## src/rtl/load_store_unit.sv

```systemverilog
// Data-memory initiator: one load/store at a time, byte/half/word widths,
// sub-word stores at non-zero offsets done as read-modify-write.
module load_store_unit #(
  parameter int P_ADDR_WIDTH = 11,
  parameter int P_DATA_WIDTH = 32
) (
  input  logic                    i_clk,
  input  logic                    i_rst_n,
  input  logic                    i_req,
  output logic                    o_ready,
  input  logic                    i_we,
  input  logic [2:0]              i_funct3,
  input  logic [P_ADDR_WIDTH+1:0] i_addr,
  input  logic [P_DATA_WIDTH-1:0] i_wdata,
  output logic [P_DATA_WIDTH-1:0] o_rdata,
  output logic                    o_done,
  output logic                    o_err,
  output logic                    o_mem_we,
  output logic [P_ADDR_WIDTH-1:0] o_mem_addr,
  output logic [1:0]              o_mem_storetype,
  output logic [P_DATA_WIDTH-1:0] o_mem_wdata,
  input  logic [P_DATA_WIDTH-1:0] i_mem_rdata
);
  localparam int NUM_LANES = P_DATA_WIDTH / 8;

  typedef enum logic [2:0] {IDLE, LOAD, RMW_RD, WRITE, RESP} state_t;

  state_t                  state_q, state_d;
  logic [2:0]              funct3_q;
  logic [P_ADDR_WIDTH+1:0] addr_q;
  logic [P_DATA_WIDTH-1:0] wdata_q;
  logic [P_DATA_WIDTH-1:0] rdata_q;
  logic [1:0]              st_q;
  logic                    err_q;

  // request classification on the raw inputs, used only at accept
  logic [1:0] size;
  logic       illegal, misalign, direct, bad;

  always_comb begin
    size     = i_funct3[1:0];
    illegal  = i_we ? (i_funct3[2] | (i_funct3[1:0] == 2'b11))
                    : ((i_funct3[1:0] == 2'b11) | (i_funct3[2:1] == 2'b11));
    misalign = ((size == 2'b01) & i_addr[0]) |
               ((size == 2'b10) & (i_addr[1:0] != 2'b00));
    direct   = (size == 2'b10) |
               ((size == 2'b00) & (i_addr[1:0] == 2'b00)) |
               ((size == 2'b01) & ~i_addr[1]);
    bad      = illegal | misalign;
  end

  // load lane select and extension
  logic [7:0]              lane_b;
  logic [15:0]             lane_h;
  logic [P_DATA_WIDTH-1:0] load_ext;

  always_comb begin
    lane_b = i_mem_rdata[8*addr_q[1:0] +: 8];
    lane_h = addr_q[1] ? i_mem_rdata[31:16] : i_mem_rdata[15:0];
    case (funct3_q)
      3'b000:  load_ext = {{(P_DATA_WIDTH-8){lane_b[7]}}, lane_b};
      3'b001:  load_ext = {{(P_DATA_WIDTH-16){lane_h[15]}}, lane_h};
      3'b100:  load_ext = {{(P_DATA_WIDTH-8){1'b0}}, lane_b};
      3'b101:  load_ext = {{(P_DATA_WIDTH-16){1'b0}}, lane_h};
      default: load_ext = i_mem_rdata;
    endcase
  end

  // read-modify-write merge; SH only reaches here at offset 2
  logic [P_DATA_WIDTH-1:0] sb_merge, sh_merge, rmw_word;

  for (genvar g = 0; g < NUM_LANES; g++) begin : g_lane
    assign sb_merge[8*g +: 8] = (int'(addr_q[1:0]) == g) ? wdata_q[7:0]
                                                         : i_mem_rdata[8*g +: 8];
  end

  assign sh_merge = {wdata_q[15:0], i_mem_rdata[15:0]};
  assign rmw_word = funct3_q[0] ? sh_merge : sb_merge;

  always_ff @(posedge i_clk) begin
    if (!i_rst_n) state_q <= IDLE;
    else          state_q <= state_d;
  end

  always_comb begin
    state_d = state_q;
    case (state_q)
      IDLE: if (i_req) begin
        if (bad)        state_d = RESP;
        else if (!i_we) state_d = LOAD;
        else if (direct) state_d = WRITE;
        else            state_d = RMW_RD;
      end
      LOAD:    state_d = RESP;
      RMW_RD:  state_d = WRITE;
      WRITE:   state_d = RESP;
      RESP:    state_d = IDLE;
      default: state_d = IDLE;
    endcase
  end

  always_ff @(posedge i_clk) begin
    if (!i_rst_n) begin
      funct3_q <= '0;
      addr_q   <= '0;
      wdata_q  <= '0;
      rdata_q  <= '0;
      st_q     <= 2'b10;
      err_q    <= 1'b0;
    end else begin
      if (state_q == IDLE && i_req) begin
        funct3_q <= i_funct3;
        addr_q   <= i_addr;
        wdata_q  <= i_wdata;
        err_q    <= bad;
        st_q     <= (i_we & ~bad & direct) ? size : 2'b10;
      end
      if (state_q == LOAD) rdata_q <= load_ext;
      if (state_q == RMW_RD) begin
        wdata_q <= rmw_word;
        st_q    <= 2'b10;
      end
    end
  end

  assign o_ready         = (state_q == IDLE);
  assign o_done          = (state_q == RESP);
  assign o_err           = (state_q == RESP) & err_q;
  // gated by reset so an abort in WRITE never reaches memory
  assign o_mem_we        = (state_q == WRITE) & i_rst_n;
  assign o_mem_addr      = addr_q[P_ADDR_WIDTH+1:2];
  assign o_mem_storetype = st_q;
  assign o_mem_wdata     = wdata_q;
  assign o_rdata         = rdata_q;

endmodule

```

## config.mk

```make
export PLATFORM = sky130hd
export DESIGN_NAME = load_store_unit
export DESIGN_NICKNAME = d
export VERILOG_FILES = /design/src/rtl/load_store_unit.sv
export SDC_FILE = /design/constraint.sdc
export NUM_CORES = 1
export LEC_CHECK = 0
export BUFFER_PORTS_ARGS = -buffer_cell sky130_fd_sc_hd__buf_2
export CAP_MARGIN = 20
export CORE_ASPECT_RATIO = 0.9
export CORE_UTILIZATION = 45
export CTS_CLUSTER_SIZE = 8
export DETAILED_ROUTE_END_ITERATION = 8
export GPL_TIMING_DRIVEN = 0
export PLACE_DENSITY = 0.77
export SLEW_MARGIN = 30
export SYNTH_ARGS = -nofsm -noshare
export SYNTH_HDL_FRONTEND = slang
export SYNTH_SLANG_ARGS = --single-unit
```

## constraint.sdc

```tcl
create_clock -name i_clk -period 1.6 [get_ports i_clk]
set_input_delay 0 -clock i_clk [delete_from_list [all_inputs] [get_ports i_clk]]
set_output_delay 0 -clock i_clk [all_outputs]
set_load 0.005 [all_outputs]
```

# --- After elaboration in Yosys (flattened, before gate mapping) ---
# Index checks and enable logic that the tools add are counted.
totals:
  out_inout_bits: 81
  regBits: 86
  elab_cells: 69
  inputBits: 84
op_classes:
  eq_ne: 16
  n_shift: 1
  n_bitwise: 17
  n_reduce_logical: 11
  mux: 16
ops:
  columns: ["op", "n"]
  rows:
  - ["$pmux W32 S4", 1]
  - ["$mux W32", 3]
  - ["$mux W8", 4]
  - ["$shiftx A32 B6 Y8", 1]
  - ["$mux W16", 1]
  - ["$eq A2 B2 Y1 const B", 5]
  - ["$eq A3 B3 Y1 const B", 3]
  - ["$pmux W3 S3", 1]
  - ["$and A1 B1 Y1", 8]
  - ["$eq A3 B1 Y1 const B", 2]
  - ["$eq A3 B2 Y1 const B", 2]
  - ["$logic_not A2 Y1", 3]
  - ["$logic_not A3 Y1", 2]
  - ["$mux W3", 2]
  - ["$or A1 B1 Y1", 6]
  - ["$eq A2 B1 Y1 const B", 2]
  - ["$mux W2", 2]
  - ["$reduce_bool A2 Y1", 2]
  - ["$reduce_or A2 Y1", 2]
  - ["$ne A3 B3 Y1 const B", 1]
  - ["$not A1 Y1", 3]
  - ["$mux W1", 2]
  - ["$ne A2 B2 Y1 const B", 1]
  - ["$reduce_and A2 Y1", 1]
  - ["$logic_and A1 B1 Y1", 1]

# --- Depth between registers and ports, before layout ---
# Gate-level depths: netlist of run 1.
depth:
  word_depth: 9
  depth_mapped: 7
  mapped_depth_nobuf: 4

# --- Worst setup path after synthesis of run 1 ---
# OpenSTA, ideal clock, no wires.
synth_timing:
  kind: "reg2reg"
  start: "register addr_q[1]"
  end: "register rdata_q[16] (netlist: o_rdata[16])"
  n_path_buf: 2
  period_less_slack_ns: 1.617
  required_time_ns: 1.478
  path_slack_ns: -0.017
  t_arrival_ns: 1.496
  setup_ns: 0.122
  stages_incl_launch_ff: 7
  cell_sequence: "dfxtp_1 > buf_4 > mux2i_1 > mux2i_1 > a21oi_1 > buf_2 > a21oi_1"
synth_between:
  elab_chain_len: 2
  elab_cells_between_ends: 3
  classes_between: "1 x shift; 2 x mux"
synth_lines:
  columns: ["element", "line_no", "source"]
  rows:
  - ["start: declaration", "30", "logic [P_ADDR_WIDTH+1:0] addr_q;"]
  - ["start signal: assignment", "113", "addr_q <= i_addr;"]
  - ["$shiftx A32 B6 Y8 / $mux W16 (equally long branches)", "58, 59", null]
  - ["$pmux W32 S4 *", "60", "case (funct3_q)"]
  - ["end signal: assignment", "118", "if (state_q == LOAD) rdata_q <= load_ext;"]
  - ["end: declaration", "32", "logic [P_DATA_WIDTH-1:0] rdata_q;"]
# Mark *: on every way between the ends. The rest lies on a longest branch, timed or not.
# A chain may end at the register's enable or synchronous reset.

# --- Final worst setup path of run 1 ---
layout_timing:
  start: "register state_q[1]"
  end: "register st_q[1] (netlist: o_mem_storetype[1])"
layout_between:
  elab_chain_len: 2
  elab_cells_between_ends: 4
  classes_between: "1 x eq/ne; 3 x reduce/logical"
layout_lines:
  columns: ["element", "line_no", "source"]
  rows:
  - ["start: declaration", "28", "state_t state_q, state_d;"]
  - ["start signal: assignment", "82", "else state_q <= state_d;"]
  - ["$eq A3 B2 Y1 / $logic_not A3 Y1 (equally long branches)", "119, 111", null]
  - ["$reduce_or A2 Y1 (no line) / $logic_and A1 B1 Y1 (equally long branches)", null, null]
  - ["end signal: assignment", "116", "st_q <= (i_we & ~bad & direct) ? size : 2'b10;"]
  - ["end: declaration", "33", "logic [1:0] st_q;"]
# Parallel ways exist; a longest one is shown, timed or not.

==> flow_summary.ini, run 1 <==
[grt]
grt_pass1_vias = 5165
grt_max_degree = 16
grt_remaining_overflow = 0
grt_pass1_wl_um = 26050
grt_util_met1 = 0.4173
grt_use_met2 = 0.5795
globalRouteMet3Util = 0.06494
antenna_found_initial = 0
grtUsageTotal = 0.3347
top_usage_layer = met2

[setup_path]
cp_slowest_stage_delay_ns = 0.38
r2r_cells = 6
crit_chain = buf_8 > nor4b_4 > buf_4 > nand4b_1 > o21ai_1 > nand3_1
cp.depth = 6
crit_fanout = 5
critPathBufInv = 2
endpoint_kind = flop
regToRegSetupSlack_ns = -0.02
critical_path_class = flop to flop
critical_path.top_delay_family = simple AND/OR/NAND/NOR gates
crit_end = o_mem_storetype[1]$_SDFFE_PP1P_
setup.worst_path.start_class = flop
r2r_end = o_mem_storetype[1]$_SDFFE_PP1P_
cp_slowest_cell = dfxtp_4
cp.arrival_ns = 1.84
required_ns = 1.82
critPathLaunch = state_q[1]$_SDFFE_PN0P_
reg2reg_from = state_q[1]$_SDFFE_PN0P_

[logic_synthesis]
netlist.area_leader.share = 0.3940
syn-instance-count = 548
synth_top_area_cell = dfxtp_1
synth_area_per_cell_um2 = 7.973
yosysSeqAreaShare = 0.3940
synth_nets = 632
synth.cell_area_um2 = 4369
synthTopCellsByArea = dfxtp_1 39%, a21oi_1 7.3%, nand2_1 7.1%, o21ai_0 4.2%, nor2_1 4.0%
synth_async_sr_flop_share = 0
yosysUniqueCellTypes = 52
yosysMostFrequentCell = dfxtp_1
synth_ff_type = dfxtp_1
ys_ff_latch = 86
synth_edf_count = 0
synth_common_cells = 86 x dfxtp_1, 83 x nand2_1, 64 x a21oi_1
yosysWarnings = 0

[floorplanning]
io_pins = 165
core_area_um2 = 9249
die_x_um = 105.9
die-area_um2 = 10110
fp-row-count = 33
die_y_um = 95.48
start_util = 0.4724

[outcome]
status = finished with violations
violations = hold timing, setup timing

[timing]
fin_setup_tns_ns = -0.01698
hold_ws_ns = -0.002618
finClkSkew_ns = 0.01197
hold_viol = 1
min_period_ns = 1.617
setup_viol = 1
fin_ws_ns = -0.01698
final_max_slew_viol_count = 0
tightest_slew_ns = 0.6773
maxSlewHeadroom = 0.5485
fin_crit_sh = 1.011
rsz0062_at_grt = yes
max_freq_mhz = 618.4

[power_and_ir_drop]
p_leak_uw = 0.003050
vdd_drop_max_mv = 0.6613
powerDensity_nw_per_um2 = 809.3

[cells_and_area]
layout.nets = 901
multi_input_area_um2 = 2480
area_growth_pct = 56.62
regArea_um2 = 1737
drive_above_1_share = 0.3808
diodes = 0
n_fill_cell = 677
final_core_util = 0.7399

[route]
drt_wl_total_um = 17820
drt-initial-drc-count = 439
vias_per_cell = 5.779
drc = 0
drtPass1Iterations = 5
wl_per_cell_um = 18.88
ant_nets = 0
vias = 5455

[clocking]
path_clk_slew_ns = 0.09
holdBufCountCts = 71
clk_latency_ns = 0.37
cts_tree = yes
cts.sinks = 86
cts_inserted_buffers = 9
htree_levels = 3
root_buffer = clkbuf_8
cts_buffer_depth = 2

[placed_design]
gp_congestion = 0.9174
dp_hpwl_um = 11600
port_buffers = 163

[hold_path]
hp-class = primary input to flop

[job]
maxCapViolCount = 0
## state kept, by name (all words and copies together) (netlist names)
signal,flops
state_q,3
o_mem_storetype,2
addr_q,13
err_q,1
o_rdata,32
o_mem_wdata,32
funct3_q,3
## routing by layer
metal  share of wire  wire length [µm]
met4           0.033               584
met1            0.39              6970
met2            0.48              8576
met5               0                 0
met3           0.095              1691
## cells by family (layout without fill, tap and decap cells)
logic type,count (synthesis),in the layout,synth area share
DFF,86,86,0.3940
AOI/OAI and AO/OA,186,186,0.2746
muxes,18,18,0.04353
and+or+nand+nor,190,190,0.2079
buffers and inverters,68,342,0.07989
## what timing repair did
action                     4_1_cts  5_1_grt
gates resized for setup         64       49
pin swaps                       27       10
cloned                           1        1
setup endpoints to repair       78       79
setup buffers                   21        7
hold endpoints to repair        72        1
## layout make-up
cell class | count | area share
Multi-Input combinational cell | 394 | 0.3624
Timing Repair Buffer | 264 | 0.2692
Sequential cell | 86 | 0.2538
Buffer | 50 | 0.05431
Tap cell | 122 | 0.02231
Clock buffer | 11 | 0.02212
Clock inverter | 5 | 0.009325
Inverter | 12 | 0.006583
## through the flow
stage          hold WS [ns]  power (µW)  worst slack, ns  std cells  cell area (µm²)
2_1_floorplan        0.1360        3043          0.01220        548             4373
3_3_place_gp         0.2415        3497          -0.3188        833             5341
3_5_place_dp         0.2496        3515          -0.2984        833             5341
4_1_cts            0.002933        5429         -0.02686        940             6680
5_1_grt           -0.005141        5718         -0.07714        944             6843
6_report          -0.002618        5538         -0.01698        944             6843
## layout by cell type (no fill, tap or decap), drive strengths merged, types with 12 or more instances in the layout
cell type / Yosys / layout
buf: 28 / 220
dfxtp: 86 / 86
nand2: 83 / 83
dlygate4sd3: 0 / 71
a21oi: 64 / 64
nor2: 46 / 46
o21ai: 38 / 38
clkbuf: 28 / 34
nand3: 16 / 16
a211oi: 16 / 16
o31ai: 15 / 15
inv: 12 / 14
nor3b: 12 / 12
## power by group
group	total, µW	internal [µW]	switching [µW]
clock network	1670	821	846
registers	2420	2290	128
logic	1450	707	745
total	5540	3820	1720
## worst register-to-register path: cells and delay by family, from the launching register on
family	cells	cell delay, ns
simple gates	3	0.59
flops	1	0.38
buf+inv	2	0.35
compound gates	1	0.15
## worst min-delay path by stage
| stage | startpoint | depth (start not counted) | end | slack (ns) |
|---|---|---|---|---|
| after floorplan | i_addr[10] | 2 | addr_q[10]$_SDFFE_PN0P_ | 0.14 |
| after global placement | i_addr[10] | 3 | addr_q[10]$_SDFFE_PN0P_ | 0.24 |
| after detailed placement | i_addr[10] | 3 | addr_q[10]$_SDFFE_PN0P_ | 0.25 |
| after CTS | i_wdata[22] | 3 | o_mem_wdata[22]$_SDFFE_PN0P_ | 0.003 |
| after global routing | i_rst_n | 3 | o_rdata[13]$_SDFFE_PN0N_ | -0.005 |
| final | i_rst_n | 3 | o_rdata[13]$_SDFFE_PN0N_ | -0.003 |
Note: power is estimated with default switching activity, not from simulation.
==> run 2: changes to the inputs <==
Settings changed: ABC_AREA from default to 1, PLACE_DENSITY 0.77 to 0.76.
==> flow_summary.ini, run 2 <==
[clocking]
cts_tree = yes
root_buffer = clkbuf_8
cts_buffer_depth = 2
cts.sinks = 86
cts_inserted_buffers = 9
htree_levels = 3
path_clk_slew_ns = 0.09
clk_latency_ns = 0.37

[timing]
setup_viol = 0
max_freq_mhz = 642.7
tightest_slew_ns = 0.6186
hold_viol = 0
fin_crit_sh = 0.9725
min_period_ns = 1.556
final_max_slew_viol_count = 0
rsz0062_at_grt = yes
maxSlewHeadroom = 0.5876
fin_setup_tns_ns = 0
finClkSkew_ns = 0.01085

[power_and_ir_drop]
pwr-share-seq = 0.412
combPwrFrac = 0.297
vdd_drop_max_mv = 0.6522
pwr-share-clk = 0.291
total_power_uw = 6119
p_int_uw = 4041
swShare = 0.3396
power_switching_uw = 2078
powerDensity_nw_per_um2 = 955.4
p_leak_uw = 0.003235

[hold_path]
worstHoldStart = i_mem_rdata[20]
whs_endpoint = o_rdata[20]$_SDFFE_PN0N_
hp-class = primary input to flop
min_path_cells = 5

[setup_path]
regToRegSetupSlack_ns = 0.04
critPathBufInv = 4
endpoint_kind = flop
reg2reg_from = funct3_q[0]$_SDFFE_PN0P_
setup.worst_path.start_class = flop
cp_slowest_stage_delay_ns = 0.33
r2r_cells = 9
crit_fanout = 10
r2r_end = o_rdata[0]$_SDFFE_PN0N_
required_ns = 1.86
critical_path_class = flop to flop
critical_path.top_delay_family = buffers and inverters
crit_chain = buf_6 > inv_2 > nand2_2 > buf_6 > inv_2 > o21ai_4 > nand2_1 > nand2_1 > a21oi_1
cp_slowest_cell = dfxtp_1
cp.arrival_ns = 1.81

[logic_synthesis]
yosysUniqueCellTypes = 31
ys_ff_latch = 86
synth_top_area_cell = dfxtp_1
synth_nets = 758
synth_common_cells = 135 x nand2_1, 102 x a21oi_1, 102 x o21ai_0
yosysWarnings = 0
netlist.area_leader.share = 0.3772
synth_async_sr_flop_share = 0
synthTopCellsByArea = dfxtp_1 38%, a21oi_1 11%, o21ai_0 11%, nand2_1 11%, o21ai_1 5.5%
yosysSeqAreaShare = 0.3772
yosysMostFrequentCell = nand2_1
syn-instance-count = 674
synth.cell_area_um2 = 4564
synth_edf_count = 0
synth_ff_type = dfxtp_1
synth_area_per_cell_um2 = 6.772

[cells_and_area]
final_core_util = 0.6575
final_common_cell = buf_2
drive_above_1_share = 0.2854
final_cells = 1037
area_growth_pct = 40.32
most-common-layout-cells = 176 x buf_2, 132 x nand2_1, 102 x a21oi_1, 101 x o21ai_0, 80 x dfxtp_1
n_fill_cell = 903
layout.nets = 990
diodes = 0
final_area_um2 = 6405

[grt]
grtUsageTotal = 0.3351
grt_pass1_vias = 5285
grt_remaining_overflow = 0
grt_max_degree = 16
grt_pass1_wl_um = 26880
grt_util_met1 = 0.4576
top_usage_layer = met2
antenna_found_initial = 0
grt_use_met2 = 0.5238
globalRouteMet3Util = 0.05969

[route]
wl_per_cell_um = 16.63
drt-initial-drc-count = 573
drc = 0
drt_wl_total_um = 17250
vias = 5581
vias_per_cell = 5.382
drtPass1Iterations = 5
ant_nets = 0

[floorplanning]
io_pins = 165
fp-row-count = 34
die-area_um2 = 10550
core_area_um2 = 9742
start_util = 0.4685
die_y_um = 97.55
die_x_um = 108.2

[placed_design]
port_buffers = 163
dp_hpwl_um = 12880
dp_cells = 963
placed_area_um2 = 5538
gp_congestion = 0.9321

[outcome]
status = finished clean

[job]
maxCapViolCount = 0
-- run 2: cell types whose count changed after synthesis, moves of 30 or more --
cell | previous run | this run
o21ai_0 | 37 | 102
nand2_1 | 83 | 135
inv_1 | 11 | 61
o21ai_1 | 1 | 50
a21oi_1 | 64 | 102
nor2_1 | 46 | 16
-- run 2: worst max-delay path by stage --
stage	to	depth (start not counted)	slack, ns	start
floorplan	o_rdata[0]$_SDFFE_PN0N_	9	0.27	funct3_q[0]$_SDFFE_PN0P_
global placement	o_rdata[1]$_SDFFE_PN0N_	9	-0.10	funct3_q[0]$_SDFFE_PN0P_
detailed placement	o_rdata[0]$_SDFFE_PN0N_	9	-0.13	funct3_q[0]$_SDFFE_PN0P_
CTS	o_mem_wdata[27]$_SDFFE_PN0P_	6	0.003	addr_q[0]$_SDFFE_PN0P_
global route	o_rdata[18]$_SDFFE_PN0N_	8	-0.01	funct3_q[1]$_SDFFE_PN0P_
finish	o_rdata[0]$_SDFFE_PN0N_	9	0.04	funct3_q[0]$_SDFFE_PN0P_
-- run 2: final cells by class --
class,instances,area [µm²],share of cell area
Tap cell,126,157.7,0.02461
Sequential cell,86,1737,0.2711
Timing Repair Buffer,221,1391,0.2172
Inverter,70,269.0,0.04200
Clock buffer,10,137.6,0.02149
Buffer,54,330.3,0.05157
Clock inverter,6,91.34,0.01426
Multi-Input combinational cell,464,2291,0.3577
-- run 2: logic make-up (layout without fill, tap and decap cells) --
| family | Yosys count | count (layout) | synth area share |
|---|---|---|---|
| AOI/OAI and AO/OA | 274 | 274 | 0.3120 |
| buffers and inverters | 124 | 361 | 0.1269 |
| DFF | 86 | 86 | 0.3772 |
| and+or+nand+nor | 190 | 190 | 0.1839 |
-- run 2: per-layer routing --
metal  up-vias  wire, µm
li1       2694         -
met1      2573      7770
met2       284      7727
met3        30      1342
met4         0       405
met5         -         0
-- run 2: timing repair --
item | 4_1_cts | 5_1_grt
hold buffers | 56 | 0
gates resized for setup | 3 | 23
setup endpoints to repair | 11 | 52
hold endpoints to repair | 45 | 0
pin swaps | 1 | 1
setup buffers | 2 | 0
-- run 2: per-stage QoR --
| stage | hold slack [ns] | setup slack (ns) |
|---|---|---|
| global route | 0.03412 | -0.009989 |
| detailed placement | 0.2597 | -0.1301 |
| floorplan | 0.1437 | 0.2688 |
| global placement | 0.2516 | -0.1043 |
| CTS | 0.004510 | 0.002717 |
| finish | 0.02282 | 0.04405 |
-- run 2: worst reg2reg max path, cell delays in order (launching register included) --
cell and delay (ns):
dfxtp_1 0.33, buf_6 0.15, inv_2 0.08, nand2_2 0.10, buf_6 0.14, inv_2 0.09
o21ai_4 0.27, nand2_1 0.12, nand2_1 0.10, a21oi_1 0.07
-- run 2: power by group through the flow --
stage               sequential (µW)  combinational (µW)  clock [µW]
floorplan                      2550                 972           0
global placement               2550                1620           0
detailed placement             2550                1630           0
CTS                            2510                1760        1820
global route                   2550                2000        1890
finish                         2520                1820        1780
==> run 3: changes to the inputs <==
Settings changed: BUFFER_PORTS_ARGS -buffer_cell sky130_fd_sc_hd__buf_2 to default, CORE_MARGIN from default to 2, CORE_UTILIZATION 45 to 48, DONT_BUFFER_PORTS from default to 1, PLACE_DENSITY 0.76 to 0.65.
==> flow_summary.ini, run 3 (synthesis results as in run 2) <==
[grt]
grt_remaining_overflow = 0
antenna_found_initial = 0
grt_pass1_wl_um = 25060
grt_pass1_vias = 4708
grt_max_degree = 15
grtUsageTotal = 0.3218

[setup_path]
critical_path_class = flop to flop
reg2reg_from = addr_q[1]$_SDFFE_PN0P_
cp.arrival_ns = 1.80
r2r_end = o_mem_wdata[26]$_SDFFE_PN0P_
regToRegSetupSlack_ns = 0.09
crit_chain = nand2_1 > buf_2 > o21ai_0 > o21ai_0 > a21oi_1 > nor2_1
required_ns = 1.89
cp_slowest_stage_delay_ns = 0.38
crit_end = o_mem_wdata[26]$_SDFFE_PN0P_
crit_fanout = 10
cp_slowest_cell = dfxtp_4
setup.worst_path.start_class = flop
cpMostUsedCell = o21ai_0
r2r_cells = 6
critPathLaunch = addr_q[1]$_SDFFE_PN0P_
endpoint_kind = flop

[route]
drt_wl_total_um = 17010
vias = 5067
ant_nets = 0
vias_per_cell = 5.713
wl_per_cell_um = 19.18
drtPass1Iterations = 5
drc = 0
drt-initial-drc-count = 383

[clocking]
clk_latency_ns = 0.36
root_buffer = clkbuf_8
path_clk_slew_ns = 0.09
cts_tree = yes
cts.sinks = 86
cts_inserted_buffers = 9
cts_buffer_depth = 2
htree_levels = 3

[floorplanning]
die_x_um = 106.8
start_util = 0.4980
fp-row-count = 33
core_area_um2 = 9166
io_pins = 165
die-area_um2 = 10310
die_y_um = 96.51

[power_and_ir_drop]
p_leak_uw = 0.002553
powerDensity_nw_per_um2 = 1013
vdd_drop_max_mv = 0.4748

[cells_and_area]
layout.nets = 845
multi_input_area_um2 = 2283
final_cells = 887
area_growth_pct = 25.96
n_fill_cell = 872
drive_above_1_share = 0.1190
most-common-layout-cells = 134 x nand2_1, 102 x a21oi_1, 101 x o21ai_0, 81 x dfxtp_1, 75 x dlygate4sd3_1
regArea_um2 = 1730
final_area_um2 = 5749
diodes = 0
final_common_cell = nand2_1

[timing]
fin_crit_sh = 0.9437
hold_ws_ns = 0.01383
rsz0062_at_grt = no
setup_viol = 0
min_period_ns = 1.510
hold_viol = 0
maxSlewHeadroom = 0.5999
final_max_slew_viol_count = 0
tightest_slew_ns = 0.6001
finClkSkew_ns = 0.01090
max_freq_mhz = 662.3

[hold_path]
min_path_cells = 4
hp-class = primary input to flop

[job]
maxCapViolCount = 0

[placed_design]
port_buffers = 0
placed_area_um2 = 4717
dp_hpwl_um = 12480
gp_congestion = 0.9595
dp_cells = 796

[outcome]
status = finished clean
[run 3: per-stage QoR]
stage	TNS, ns	setup WS (ns)	power [µW]	utilization
after CTS	0	0.005859	5772	0.6229
after floorplan	0	0.2688	3522	-
after detailed placement	-0.2457	-0.09374	3904	0.5146
final	0	0.09007	5826	0.6272
after global placement	-0.2023	-0.09293	3882	0.5146
after global routing	0	0.002182	6089	0.6272
[run 3: final cells by class]
class	count	area share
well taps	122	0.02655
multi-input cells	464	0.3972
clock inverters	5	0.01458
inverters	70	0.04614
flip-flops and latches	86	0.3010
plain buffers	54	0.05832
repair buffers	76	0.1341
clock buffers	10	0.02220
[run 3: worst max-delay path: cells and delay by family (launching register included)]
family | cells | cell delay [ns]
flops | 1 | 0.38
compound gates | 3 | 0.46
buf+inv | 1 | 0.26
simple gates | 2 | 0.34
[run 3: per-layer routing]
metal  track usage  wire length (µm)  up-vias
met2        0.5287              7743      263
met3       0.07646              1549       31
met4       0.09848               433        0
li1              -                 -     2403
met5             0                 0        -
met1        0.4231              7282     2370
[run 3: how the worst min path moves through the flow]
stage                               start                        to  slack, ns
after floorplan                i_addr[12]   addr_q[12]$_SDFFE_PN0P_       0.14
after global placement          i_addr[5]    addr_q[5]$_SDFFE_PN0P_       0.15
after detailed placement        i_addr[8]    addr_q[8]$_SDFFE_PN0P_       0.15
after CTS                 i_mem_rdata[29]  o_rdata[29]$_SDFFE_PN0N_     0.0004
after global routing      i_mem_rdata[29]  o_rdata[29]$_SDFFE_PN0N_       0.03
final                     i_mem_rdata[29]  o_rdata[29]$_SDFFE_PN0N_       0.01
[run 3: power by group]
| part | internal (µW) | total, µW | switching (µW) | leakage [µW] |
|---|---|---|---|---|
| clock network | 878 | 1710 | 836 | 0.0000990 |
| registers | 2360 | 2570 | 209 | 0.000708 |
| logic | 582 | 1540 | 956 | 0.00175 |
| total | 3820 | 5830 | 2000 | 0.00255 |
[run 3: what timing repair did]
action | 4_1_cts | 5_1_grt
hold buffers | 75 | 0
hold endpoints to repair | 77 | 0
gates resized for setup | 2 | 23
pin swaps | 1 | 1
setup buffers | 1 | 0
endpoints found under the setup margin | 11 | 60
